$ cat src/rtl/bitwise_operand_loader_if.sv
// Handshake bundle between the beat source, the operand loader and the downstream bitwise stage.
interface bitwise_operand_loader_if #(
    parameter int unsigned WIDTH = 20,
    parameter int unsigned CHUNK = 5
);
    logic             clear;
    logic             in_valid;
    logic             in_ready;
    logic [CHUNK-1:0] in_data;
    logic [WIDTH-1:0] op_a;
    logic [WIDTH-1:0] op_b;
    logic             op_valid;
    logic             op_ready;
    logic             loading;

    modport master (
        output clear, in_valid, in_data, op_ready,
        input  in_ready, op_a, op_b, op_valid, loading
    );

    modport slave (
        input  clear, in_valid, in_data, op_ready,
        output in_ready, op_a, op_b, op_valid, loading
    );
endinterface

$ cat src/rtl/bitwise_operand_loader.sv
// Collects operands A and B from a narrow beat stream (LSB chunk first) and
// presents them in parallel, held stable, until the downstream stage takes them.
module bitwise_operand_loader #(
    parameter int unsigned WIDTH = 20,
    parameter int unsigned CHUNK = 5
) (
    input  logic                    clk,
    input  logic                    rst_n,
    bitwise_operand_loader_if.slave ld_if
);
    localparam int unsigned      BEATS     = WIDTH / CHUNK;
    localparam int unsigned      CNT_W     = (BEATS > 1) ? $clog2(BEATS) : 1;
    localparam logic [CNT_W-1:0] LAST_BEAT = CNT_W'(BEATS - 1);

    typedef enum logic [1:0] {
        S_LOAD_A  = 2'd0,
        S_LOAD_B  = 2'd1,
        S_PRESENT = 2'd2
    } state_e;

    state_e           state_q, state_d;
    logic [CNT_W-1:0] cnt_q, cnt_d;
    logic [WIDTH-1:0] a_q, a_d;
    logic [WIDTH-1:0] b_q, b_d;
    logic             in_ready_q;
    logic             op_valid_q;
    logic             loading_q;
    logic             last_beat;

    assign last_beat = (cnt_q == LAST_BEAT);

    // Next-state: clear wins over any beat accept or output handshake.
    always_comb begin
        state_d = state_q;
        cnt_d   = cnt_q;
        a_d     = a_q;
        b_d     = b_q;
        if (ld_if.clear) begin
            state_d = S_LOAD_A;
            cnt_d   = '0;
            a_d     = '0;
            b_d     = '0;
        end else begin
            unique case (state_q)
                S_LOAD_A, S_LOAD_B: begin
                    if (ld_if.in_valid) begin
                        for (int unsigned k = 0; k < BEATS; k++) begin
                            if (cnt_q == CNT_W'(k)) begin
                                if (state_q == S_LOAD_A) begin
                                    a_d[k*CHUNK +: CHUNK] = ld_if.in_data;
                                end else begin
                                    b_d[k*CHUNK +: CHUNK] = ld_if.in_data;
                                end
                            end
                        end
                        cnt_d = last_beat ? '0 : cnt_q + CNT_W'(1);
                        if (last_beat) begin
                            state_d = (state_q == S_LOAD_A) ? S_LOAD_B : S_PRESENT;
                        end
                    end
                end
                S_PRESENT: begin
                    if (ld_if.op_ready) begin
                        state_d = S_LOAD_A;
                    end
                end
                default: begin
                    state_d = S_LOAD_A;
                end
            endcase
        end
    end

    // Status outputs are registered copies of the next-state decode, so they
    // track the state register exactly and drop with it on asynchronous reset.
    always_ff @(posedge clk or negedge rst_n) begin
        if (!rst_n) begin
            state_q    <= S_LOAD_A;
            cnt_q      <= '0;
            a_q        <= '0;
            b_q        <= '0;
            in_ready_q <= 1'b1;
            op_valid_q <= 1'b0;
            loading_q  <= 1'b0;
        end else begin
            state_q    <= state_d;
            cnt_q      <= cnt_d;
            a_q        <= a_d;
            b_q        <= b_d;
            in_ready_q <= (state_d != S_PRESENT);
            op_valid_q <= (state_d == S_PRESENT);
            loading_q  <= (cnt_d != '0) || (state_d != S_LOAD_A);
        end
    end

    assign ld_if.in_ready = in_ready_q;
    assign ld_if.op_valid = op_valid_q;
    assign ld_if.loading  = loading_q;
    assign ld_if.op_a     = a_q;
    assign ld_if.op_b     = b_q;

endmodule
$ cat src/flat_wrapper.sv
// flat-port wrapper written by rule: the top's interface ports become plain ports
module bitwise_operand_loader_flat 
#(
    parameter int unsigned WIDTH = 20,
    parameter int unsigned CHUNK = 5
)
  (clk, rst_n, ld_if_clear, ld_if_in_valid, ld_if_in_data, ld_if_op_ready, ld_if_in_ready, ld_if_op_a, ld_if_op_b, ld_if_op_valid, ld_if_loading);
  bitwise_operand_loader_if #(.WIDTH(WIDTH), .CHUNK(CHUNK)) ld_if_i ();
  input  logic clk;
  input  logic rst_n;
  input wire logic [$bits(ld_if_i.clear)-1:0] ld_if_clear;
  input wire logic [$bits(ld_if_i.in_valid)-1:0] ld_if_in_valid;
  input wire logic [$bits(ld_if_i.in_data)-1:0] ld_if_in_data;
  input wire logic [$bits(ld_if_i.op_ready)-1:0] ld_if_op_ready;
  output wire logic [$bits(ld_if_i.in_ready)-1:0] ld_if_in_ready;
  output wire logic [$bits(ld_if_i.op_a)-1:0] ld_if_op_a;
  output wire logic [$bits(ld_if_i.op_b)-1:0] ld_if_op_b;
  output wire logic [$bits(ld_if_i.op_valid)-1:0] ld_if_op_valid;
  output wire logic [$bits(ld_if_i.loading)-1:0] ld_if_loading;
  assign ld_if_i.clear = ld_if_clear;
  assign ld_if_i.in_valid = ld_if_in_valid;
  assign ld_if_i.in_data = ld_if_in_data;
  assign ld_if_i.op_ready = ld_if_op_ready;
  assign ld_if_in_ready = ld_if_i.in_ready;
  assign ld_if_op_a = ld_if_i.op_a;
  assign ld_if_op_b = ld_if_i.op_b;
  assign ld_if_op_valid = ld_if_i.op_valid;
  assign ld_if_loading = ld_if_i.loading;
  bitwise_operand_loader #(.WIDTH(WIDTH), .CHUNK(CHUNK)) u_core (.clk(clk), .rst_n(rst_n), .ld_if(ld_if_i));
endmodule
$ cat config.mk
export PLATFORM = sky130hd
export DESIGN_NAME = bitwise_operand_loader_flat
export DESIGN_NICKNAME = d
export VERILOG_FILES = /design/src/rtl/bitwise_operand_loader_if.sv /design/src/rtl/bitwise_operand_loader.sv /design/src/flat_wrapper.sv
export SDC_FILE = /design/constraint.sdc
export NUM_CORES = 1
export LEC_CHECK = 0
export ABC_CLOCK_PERIOD_IN_PS = 2950
export CAP_MARGIN = 10
export CORE_MARGIN = 2
export CORE_UTILIZATION = 30
export DETAILED_ROUTE_END_ITERATION = 8
export GPL_ROUTABILITY_DRIVEN = 0
export GPL_TIMING_DRIVEN = 0
export SLEW_MARGIN = 25
export SYNTH_ARGS = -nofsm -noshare
export SYNTH_HDL_FRONTEND = slang
export SYNTH_SLANG_ARGS = --single-unit
$ cat constraint.sdc
create_clock -name clk -period 2.95 [get_ports clk]
set_input_delay 0.4425 -clock clk [delete_from_list [all_inputs] [get_ports clk]]
set_output_delay 0.4425 -clock clk [all_outputs]
set_load 0.02 [all_outputs]
==> results of run 1 <==
layout make-up:
class,count,area share [%]
clock buffers,8,3.951
inverters,3,0.4444
flip-flops and latches,47,46.47
repair buffers,51,20.35
plain buffers,5,0.8889
well taps,75,3.704
multi-input cells,115,24.20
cells in the final DEF (no fill, tap or decap):
cell             synthesis  routed
a21oi_2                  4       4
a31oi_1                  2       2
a31oi_2                  2       2
a32oi_1                  1       1
buf_12                   0       1
buf_2                    3       4
clkbuf_1                 2       3
clkbuf_8                 0       7
clkdlybuf4s50_1          0      49
dfrtp_1                 46      46
dfstp_2                  1       1
ha_1                     4       4
inv_1                    3       3
mux2i_1                  1       1
nand2_1                 41      41
nand2b_1                 5       5
nor2_1                   5       5
nor2b_1                  6       6
nor3_1                   1       1
o21ai_0                 40      40
or4_1                    1       1
xnor2_1                  1       1
xor2_1                   1       1
worst min-delay path by stage:
stage	from	to	slack, ns	cells past startpoint
CTS	rst_n	u_core.ld_if.op_b[13]$_DFFE_PN0P_	0.07	1
global placement	u_core.ld_if.op_a[14]$_DFFE_PN0P_	u_core.ld_if.op_a[14]$_DFFE_PN0P_	0.46	2
global route	rst_n	u_core.ld_if.op_b[13]$_DFFE_PN0P_	0.09	1
floorplan	rst_n	u_core.cnt_q[0]$_DFF_PN0_	0.15	0
finish	rst_n	u_core.ld_if.op_b[2]$_DFFE_PN0P_	0.07	1
detailed placement	rst_n	u_core.ld_if.op_b[2]$_DFFE_PN0P_	0.39	1
registers in the layout, indices dropped and copies added, names as in the netlist:
signal,flops
u_core.ld_if.loading,1
u_core.ld_if.op_valid,1
u_core.cnt_q,2
u_core.ld_if.in_ready,1
u_core.ld_if.op_a,20
u_core.state_q,2
u_core.ld_if.op_b,20
power groups by stage:
stage	registers [uW]	logic (uW)	clock network, uW
after floorplan	795	72.4	0
after global placement	736	273	0
after detailed placement	738	279	0
after CTS	725	280	431
after global routing	732	302	448
final	724	274	415
metal layers:
metal | vias up | track usage (%) | share of wire, %
li1 | 681 | - | -
met1 | 637 | 16.16 | 46
met2 | 32 | 21.95 | 49
met3 | 5 | 2.857 | 4.4
met4 | 0 | 5.000 | 1.2
met5 | - | 0 | 0
stage by stage:
stage               util, %  setup WS [ns]
floorplan                 -          1.304
global placement      41.09         0.1461
detailed placement    41.35          1.092
CTS                   43.05          1.077
global route          43.05          1.057
finish                43.05          1.089
cells by family (layout without fill, tap and decap cells):
group	Yosys count	after routing	synth area share, %
AND/OR/NAND/NOR	59	59	13.92
AO/OA/AOI/OAI	49	49	15.43
flip-flops	47	47	64.54
buffers and inverters	8	67	1.852
adder cells (fa/ha/maj)	4	4	2.744
XOR/XNOR	2	2	0.9604
multiplexers	1	1	0.5487
==> impl_metrics.tcl, run 1 <==
set metrics [dict create \
    status "finished clean" \
    first_global_vias 1327 \
    dieArea_mm2 0.006721 \
    diodes 0 \
    drt_wl_total_mm 3.979 \
    arrival_ns 1.42 \
    cts_root_buf "clkbuf_8" \
    hold_buffers 0 \
    setup_viol 0 \
    setup.worst_path.class "reg2out" \
    port_buffers 50 \
    leakagePower_uw 0.001090 \
    start_kind "flop" \
    critPathSlowestCell "clkdlybuf4s50_1" \
    fillers 607 \
    avgSynthCellArea_um2 10.73 \
    path_depth 1 \
    drt_iter0_drc 21 \
    yosysMostFrequentCell "dfrtp_1" \
    ant_nets 0 \
    start_util_pct 30.99 \
    via_count 1355 \
    final_hold_viol_count 0 \
    cts_buffer_depth 2 \
    drc_errors 0 \
    worstPathBufferInverterCount 1 \
    area_delta_synth_final_pct 38.89 \
    cts_buffers 5 \
    die_h_um 81.98 \
    period_share_pct 63.09 \
    syn_inst 170 \
    die_w_um 81.98 \
    fin_crit_ns 1.861 \
    worstSkewPairLatency_ns 0.29 \
    synth_async_sr_flop_share_pct 100.0 \
    power_frac_clock_pct 29.4 \
    post_cts_resized 0 \
    cts_setup_buffers 0 \
    synth_nets 184 \
    yosysTopAreaCell "dfrtp_1" \
    power_uw 1413 \
    first_pass_iters 4 \
    synth_edf_count 0 \
    drive_gt1_share_pct 8.297 \
    final_cell_area_mm2 0.002534 \
    seq_area_mm2 0.001177 \
    htreeDepth 2 \
    synth_area_mm2 0.001824 \
    power_switching_uw 382.9 \
    ys_warn_count 0 \
    synth_common_cells "dfrtp_1 (46), nand2_1 (41), o21ai_0 (40)" \
    p_int_uw 1030 \
    p_comb_share_pct 19.4 \
    tns_ns 0 \
    worst-path-max-fanout 1 \
    clkSinkCount 47 \
    netlist.area_leader.share_pct 63.10 \
    core_mm2 0.005886 \
    rows 28 \
    tightest_slew_ns 0.6722 \
    worstSetupEndpointType "primary output" \
    seq_area_frac_synth_pct 64.54 \
    hold_path_class "in2async" \
    grtUsageTotal_pct 12.98 \
    max_cap_violations 0 \
    cpPeakStageDelay_ns 0.59 \
    path_delay_family "buffers and inverters" \
    antenna_found_initial 0 \
    multi_input_area_um2 613.1 \
    ys_ff_latch 47 \
    dpl.hpwl_mm 2.905 \
    clk_pin_slew_worst_paths_ns 0.09 \
    nNetsFinal 242 \
    slew_headroom_pct 54.98 \
    finalClockSkew_ns 0.009608 \
    grt_max_degree 32 \
    avgViaCountPerCell 4.457 \
    cp-endpoint "ld_if_in_ready" \
    swShare_pct 27.10 \
    dpl.cell_count 296 \
    crit_path_start "u_core.ld_if.in_ready$_DFF_PN1_" \
    grt-ovfl-total 0 \
    fmax_mhz 537.3 \
    final_cells 304 \
    io_pins 53 \
    cellPowerDensity_mw_per_mm2 557.7 \
    seqPwrFrac_pct 51.2 \
    reg2reg_slack_ns 1.17 \
    rsz0062_at_grt "false" \
    cp_cell_sequence "clkdlybuf4s50_1" \
    worstPathRequired_ns 2.51 \
    r2r_start "u_core.cnt_q[0]$_DFF_PN0_" \
    synthTopCellsByArea "dfrtp_1 (63%), o21ai_0 (11%), nand2_1 (8.4%)" \
    ys_types 20 \
    holdWs_ns 0.06947 \
    synth_flop_cell "dfrtp_1" \
    r2r_cells 5 \
    postPlaceCellArea_mm2 0.002434 \
    irDropWorstVdd_mv 0.2007 \
    grt_pass1_wl_mm 6.458 \
    maxSlewViolCount 0 \
    reg2reg_to "u_core.ld_if.loading$_DFF_PN0_" \
    routedWlPerCell_um 13.09 \
    cts_tree "done" \
]
No activity file was read; power rests on OpenSTA's default activity.
==> run 2: changes to the inputs <==
--- a/config.mk
+++ b/config.mk
@@ -5,7 +5,7 @@
 export SDC_FILE = /design/constraint.sdc
 export NUM_CORES = 1
 export LEC_CHECK = 0
-export ABC_CLOCK_PERIOD_IN_PS = 2950
+export ABC_CLOCK_PERIOD_IN_PS = 1500
 export CAP_MARGIN = 10
 export CORE_MARGIN = 2
 export CORE_UTILIZATION = 30
==> constraint.sdc (replaced) <==
create_clock -name clk -period 1.5 [get_ports clk]
set_input_delay 0.225 -clock clk [delete_from_list [all_inputs] [get_ports clk]]
set_output_delay 0.225 -clock clk [all_outputs]
set_load 0.02 [all_outputs]
==> impl_metrics.tcl, run 2 (synthesis gave the netlist of run 1 again) <==
set metrics [dict create \
    avgViaCountPerCell 4.472 \
    maxSlewViolCount 0 \
    diodes 0 \
    cts_buffers 5 \
    worstSkewPairLatency_ns 0.30 \
    worstPathRequired_ns 1.67 \
    hold_path_class "in2reg" \
    worst-path-max-fanout 4 \
    fillers 601 \
    start_kind "flop" \
    drt_iter0_drc 50 \
    core_mm2 0.005886 \
    setup.worst_path.class "reg2reg" \
    irDropWorstVdd_mv 0.3917 \
    area_delta_synth_final_pct 49.31 \
    die_w_um 81.98 \
    cts_tree "done" \
    dieArea_mm2 0.006721 \
    start_util_pct 30.99 \
    period_share_pct 109.7 \
    clk_pin_slew_worst_paths_ns 0.08 \
    drt_wl_total_mm 4.357 \
    nNetsFinal 245 \
    fmax_mhz 607.8 \
    finalWorstSetupSlack_ns -0.1454 \
    first_global_vias 1253 \
    port_buffers 50 \
    max_cap_violations 0 \
    routedWlPerCell_um 14.19 \
    dpl.hpwl_mm 2.911 \
    ant_nets 0 \
    grt-ovfl-total 0 \
    cts_buffer_depth 2 \
    tightest_slew_ns 0.4488 \
    drive_gt1_share_pct 13.36 \
    tns_ns -0.4162 \
    status "finished, violations left" \
    cts_root_buf "clkbuf_8" \
    final_hold_viol_count 0 \
    setup_viol 11 \
    leakagePower_uw 0.001560 \
    io_pins 53 \
    grt_max_degree 32 \
    fin_crit_ns 1.645 \
    clkSinkCount 47 \
    drc_errors 0 \
    htreeDepth 2 \
    rows 28 \
    finalClockSkew_ns 0.004894 \
    layout_commonest_cell "dfrtp_1" \
    antenna_found_initial 0 \
    worstSetupEndpointType "flop" \
    first_pass_iters 2 \
    rsz0062_at_grt "true" \
    violations "setup timing" \
    slew_headroom_pct 69.98 \
    layout_common_cells "dfrtp_1 (46), nand2_1 (41), o21ai_0 (40)" \
    cellPowerDensity_mw_per_mm2 1072 \
    dp_slack_ns -0.2582 \
    die_h_um 81.98 \
    grt_pass1_wl_mm 6.430 \
    arrival_ns 1.82 \
    grtUsageTotal_pct 13.36 \
    via_count 1373 \
]
run 2: timing repair:
action / CTS / global route
cloned: 0 / 1
hold buffers: 1 / 0
endpoints found under the setup margin: 37 / 68
setup buffers: 1 / 0
endpoints found under the hold margin: 16 / 0
gates resized for setup: 24 / 35
pin swaps: 1 / 3
run 2: metal layers:
layer  global-route usage, %  vias to the layer above  share of wire [%]
li1                        -                      691                  -
met1                   17.57                      644                 46
met2                   20.89                       30                 48
met3                   3.077                        8                3.9
met4                   6.167                        0                1.4
met5                       0                        -                  0
run 2: metrics by stage:
stage	cells	cell area (um^2)	power, uW	util, %	hold slack, ns
after floorplan	170	1834	1707	-	-0.07059
after global placement	295	2429	1988	41.26	0.4608
after detailed placement	296	2444	2005	41.52	0.1740
after CTS	306	2619	2955	44.49	0.3343
after global routing	307	2724	3061	46.28	0.3566
final	307	2724	2919	46.28	0.3198
run 2: final timing paths:
kind	startpoint	cells past startpoint	slack, ns	to
max in group asynchronous	rst_n	3	0.55	u_core.ld_if.in_ready$_DFF_PN1_
worst max register to register	u_core.cnt_q[1]$_DFF_PN0_	5	-0.15	u_core.ld_if.loading$_DFF_PN0_
worst min-delay path	ld_if_clear	2	0.32	u_core.state_q[1]$_DFF_PN0_
worst max-delay path	u_core.cnt_q[1]$_DFF_PN0_	5	-0.15	u_core.ld_if.loading$_DFF_PN0_
min in group asynchronous	rst_n	2	0.38	u_core.ld_if.op_b[2]$_DFFE_PN0P_
worst min register to register	u_core.ld_if.op_b[2]$_DFFE_PN0P_	2	0.48	u_core.ld_if.op_b[2]$_DFFE_PN0P_
run 2: worst max-delay path, stage by stage (launching register included):
cell	delay [ns]
dfrtp_1	0.42
ha_2	0.21
nor2b_4	0.14
a32oi_2	0.24
nor2_2	0.08
or4_1	0.42
run 2: layout make-up:
class                           count  area (um^2)  area share [%]
Clock buffer                        6        82.58           3.032
Timing Repair Buffer               53        581.8           21.36
Clock inverter                      2        35.03           1.286
Tap cell                           75        93.84           3.445
Multi-Input combinational cell    116        715.7           26.27
Buffer                              5        26.28          0.9646
Inverter                            3        11.26          0.4134
Sequential cell                    47         1177           43.22
run 2: power by group:
part / switching (uW) / leakage, uW / internal, uW
Combinational: 330 / 0.000887 / 219
Sequential: 53.1 / 0.000612 / 1370
Clock: 411 / 0.0000612 / 539
Total: 794 / 0.00156 / 2120
==> run 3: changes to the inputs <==
--- a/config.mk
+++ b/config.mk
@@ -10,8 +10,8 @@
 export CORE_MARGIN = 2
 export CORE_UTILIZATION = 30
 export DETAILED_ROUTE_END_ITERATION = 8
-export GPL_ROUTABILITY_DRIVEN = 0
 export GPL_TIMING_DRIVEN = 0
+export PLACE_DENSITY = 0.64
 export SLEW_MARGIN = 25
 export SYNTH_ARGS = -nofsm -noshare
 export SYNTH_HDL_FRONTEND = slang
==> impl_metrics.tcl, run 3 (synthesis gave the netlist of run 1 again) <==
set metrics [dict create \
    max_cap_violations 0 \
    cts_buffers 5 \
    hp-start "ld_if_clear" \
    clk_pin_slew_worst_paths_ns 0.08 \
    worstSetupEndpointType "flop" \
    start_kind "flop" \
    ant_nets 0 \
    start_util_pct 30.99 \
    finalClockSkew_ns 0.003133 \
    layout_commonest_cell "dfrtp_1" \
    period_share_pct 106.8 \
    worstPathRequired_ns 1.66 \
    grt_max_degree 32 \
    slew_headroom_pct 71.40 \
    irDropWorstVdd_mv 0.4067 \
    core_mm2 0.005886 \
    hold_path_class "in2reg" \
    dpl.hpwl_mm 2.947 \
    drc_errors 0 \
    port_buffers 50 \
    hold_depth 2 \
    io_pins 53 \
    cts_root_buf "clkbuf_8" \
    first_global_vias 1322 \
    r2r_start "u_core.cnt_q[0]$_DFF_PN0_" \
    cts_tree "done" \
    tightest_slew_ns 0.4290 \
    htreeDepth 2 \
    layout_common_cells "dfrtp_1 (45), nand2_1 (40), o21ai_0 (38)" \
    finalWorstSetupSlack_ns -0.1024 \
    drive_gt1_share_pct 14.16 \
    cellPowerDensity_mw_per_mm2 1010 \
    routedWlPerCell_um 13.72 \
    fin_crit_ns 1.602 \
    setup.worst_path.class "reg2reg" \
    fmax_mhz 624.1 \
    clkSinkCount 47 \
    nNetsFinal 246 \
    r2r_cells 5 \
    die_w_um 81.98 \
    tns_ns -0.1024 \
    arrival_ns 1.76 \
    area_delta_synth_final_pct 48.70 \
    leakagePower_uw 0.001553 \
    postPlaceCellArea_mm2 0.002444 \
    gp_congestion 0.7566 \
    diodes 0 \
    avgViaCountPerCell 4.347 \
    dp_slack_ns -0.1916 \
    grt_pass1_wl_mm 6.658 \
    grtUsageTotal_pct 13.46 \
    final_cell_area_mm2 0.002713 \
    worstSkewPairLatency_ns 0.29 \
    rows 28 \
    hold_path_end "u_core.cnt_q[0]$_DFF_PN0_" \
    drt_wl_total_mm 4.225 \
    drt_iter0_drc 49 \
    via_count 1339 \
    worst-path-max-fanout 3 \
    die_h_um 81.98 \
    rsz0062_at_grt "true" \
    status "finished, violations left" \
    maxSlewViolCount 0 \
    cts_buffer_depth 2 \
    setup_viol 1 \
    reg2reg_slack_ns -0.10 \
    antenna_found_initial 0 \
    grt-ovfl-total 0 \
    violations "setup timing" \
    first_pass_iters 4 \
    dieArea_mm2 0.006721 \
    final_hold_viol_count 0 \
    reg2reg_to "u_core.ld_if.loading$_DFF_PN0_" \
]
==> run 3: changes by cell type in the layout (fill, tap and decap cells not counted), moves of 2 or more <==
cell / delta
buf_4: +2
clkdlybuf4s50_1: +2
dlygate4sd2_1: -2
o21ai_0: -2
o21ai_1: +2
==> run 3: cell type report <==
cell class	count	area (um^2)
flip-flops and latches	47	1179
inverters	3	11.26
repair buffers	55	599.3
clock buffers	7	86.33
multi-input cells	115	711.9
well taps	75	93.84
clock inverters	1	5.005
fillers	592	3173
plain buffers	5	26.28
==> run 3: per-layer routing <==
metal / track usage [%] / up-vias / routed length (um)
met5: 0 / - / 0
met4: 3.500 / 0 / 45
met3: 3.846 / 5 / 204
met2: 23.74 / 31 / 2190
met1: 16.04 / 612 / 1785
li1: - / 691 / -
==> run 3: how the worst max path moves through the flow <==
stage	startpoint	slack (ns)	endpoint
floorplan	u_core.cnt_q[0]$_DFF_PN0_	-0.008	u_core.ld_if.loading$_DFF_PN0_
global placement	rst_n	-1.10	u_core.state_q[1]$_DFF_PN0_
detailed placement	u_core.cnt_q[1]$_DFF_PN0_	-0.19	u_core.ld_if.op_b[6]$_DFFE_PN0P_
CTS	u_core.cnt_q[0]$_DFF_PN0_	-0.10	u_core.ld_if.loading$_DFF_PN0_
global route	u_core.cnt_q[0]$_DFF_PN0_	-0.16	u_core.ld_if.loading$_DFF_PN0_
finish	u_core.cnt_q[0]$_DFF_PN0_	-0.10	u_core.ld_if.loading$_DFF_PN0_
==> run 3: worst max-delay path, cell delays in order, from the launching register on <==
cell,delay [ns]
dfrtp_1,0.40
ha_2,0.20
nor2b_4,0.14
a32oi_2,0.20
nor2_1,0.11
or4_1,0.42
==> run 3: per-stage QoR <==
stage               hold WS, ns  power, uW  instances  utilization, %
CTS                      0.3170       2792        308           44.43
global placement         0.4607       1987        295           41.26
finish                   0.3159       2741        308           46.09
global route             0.3677       2888        308           46.09
floorplan              -0.07059       1707        170               -
detailed placement       0.1940       2002        296           41.52
==> run 3: power by group <==
| part | switching [uW] | internal [uW] | total (uW) |
|---|---|---|---|
| Sequential | 49.4 | 1370 | 1420 |
| Clock | 397 | 372 | 769 |
| Combinational | 328 | 228 | 556 |
==> run 3: timing repair <==
action | CTS | global route
buffers inserted | 3 | 0
hold buffers | 1 | 0
pin swaps | 2 | 2
gates cloned | 0 | 0
setup endpoints to repair | 37 | 68
resized for setup | 23 | 38
hold endpoints to repair | 16 | 0
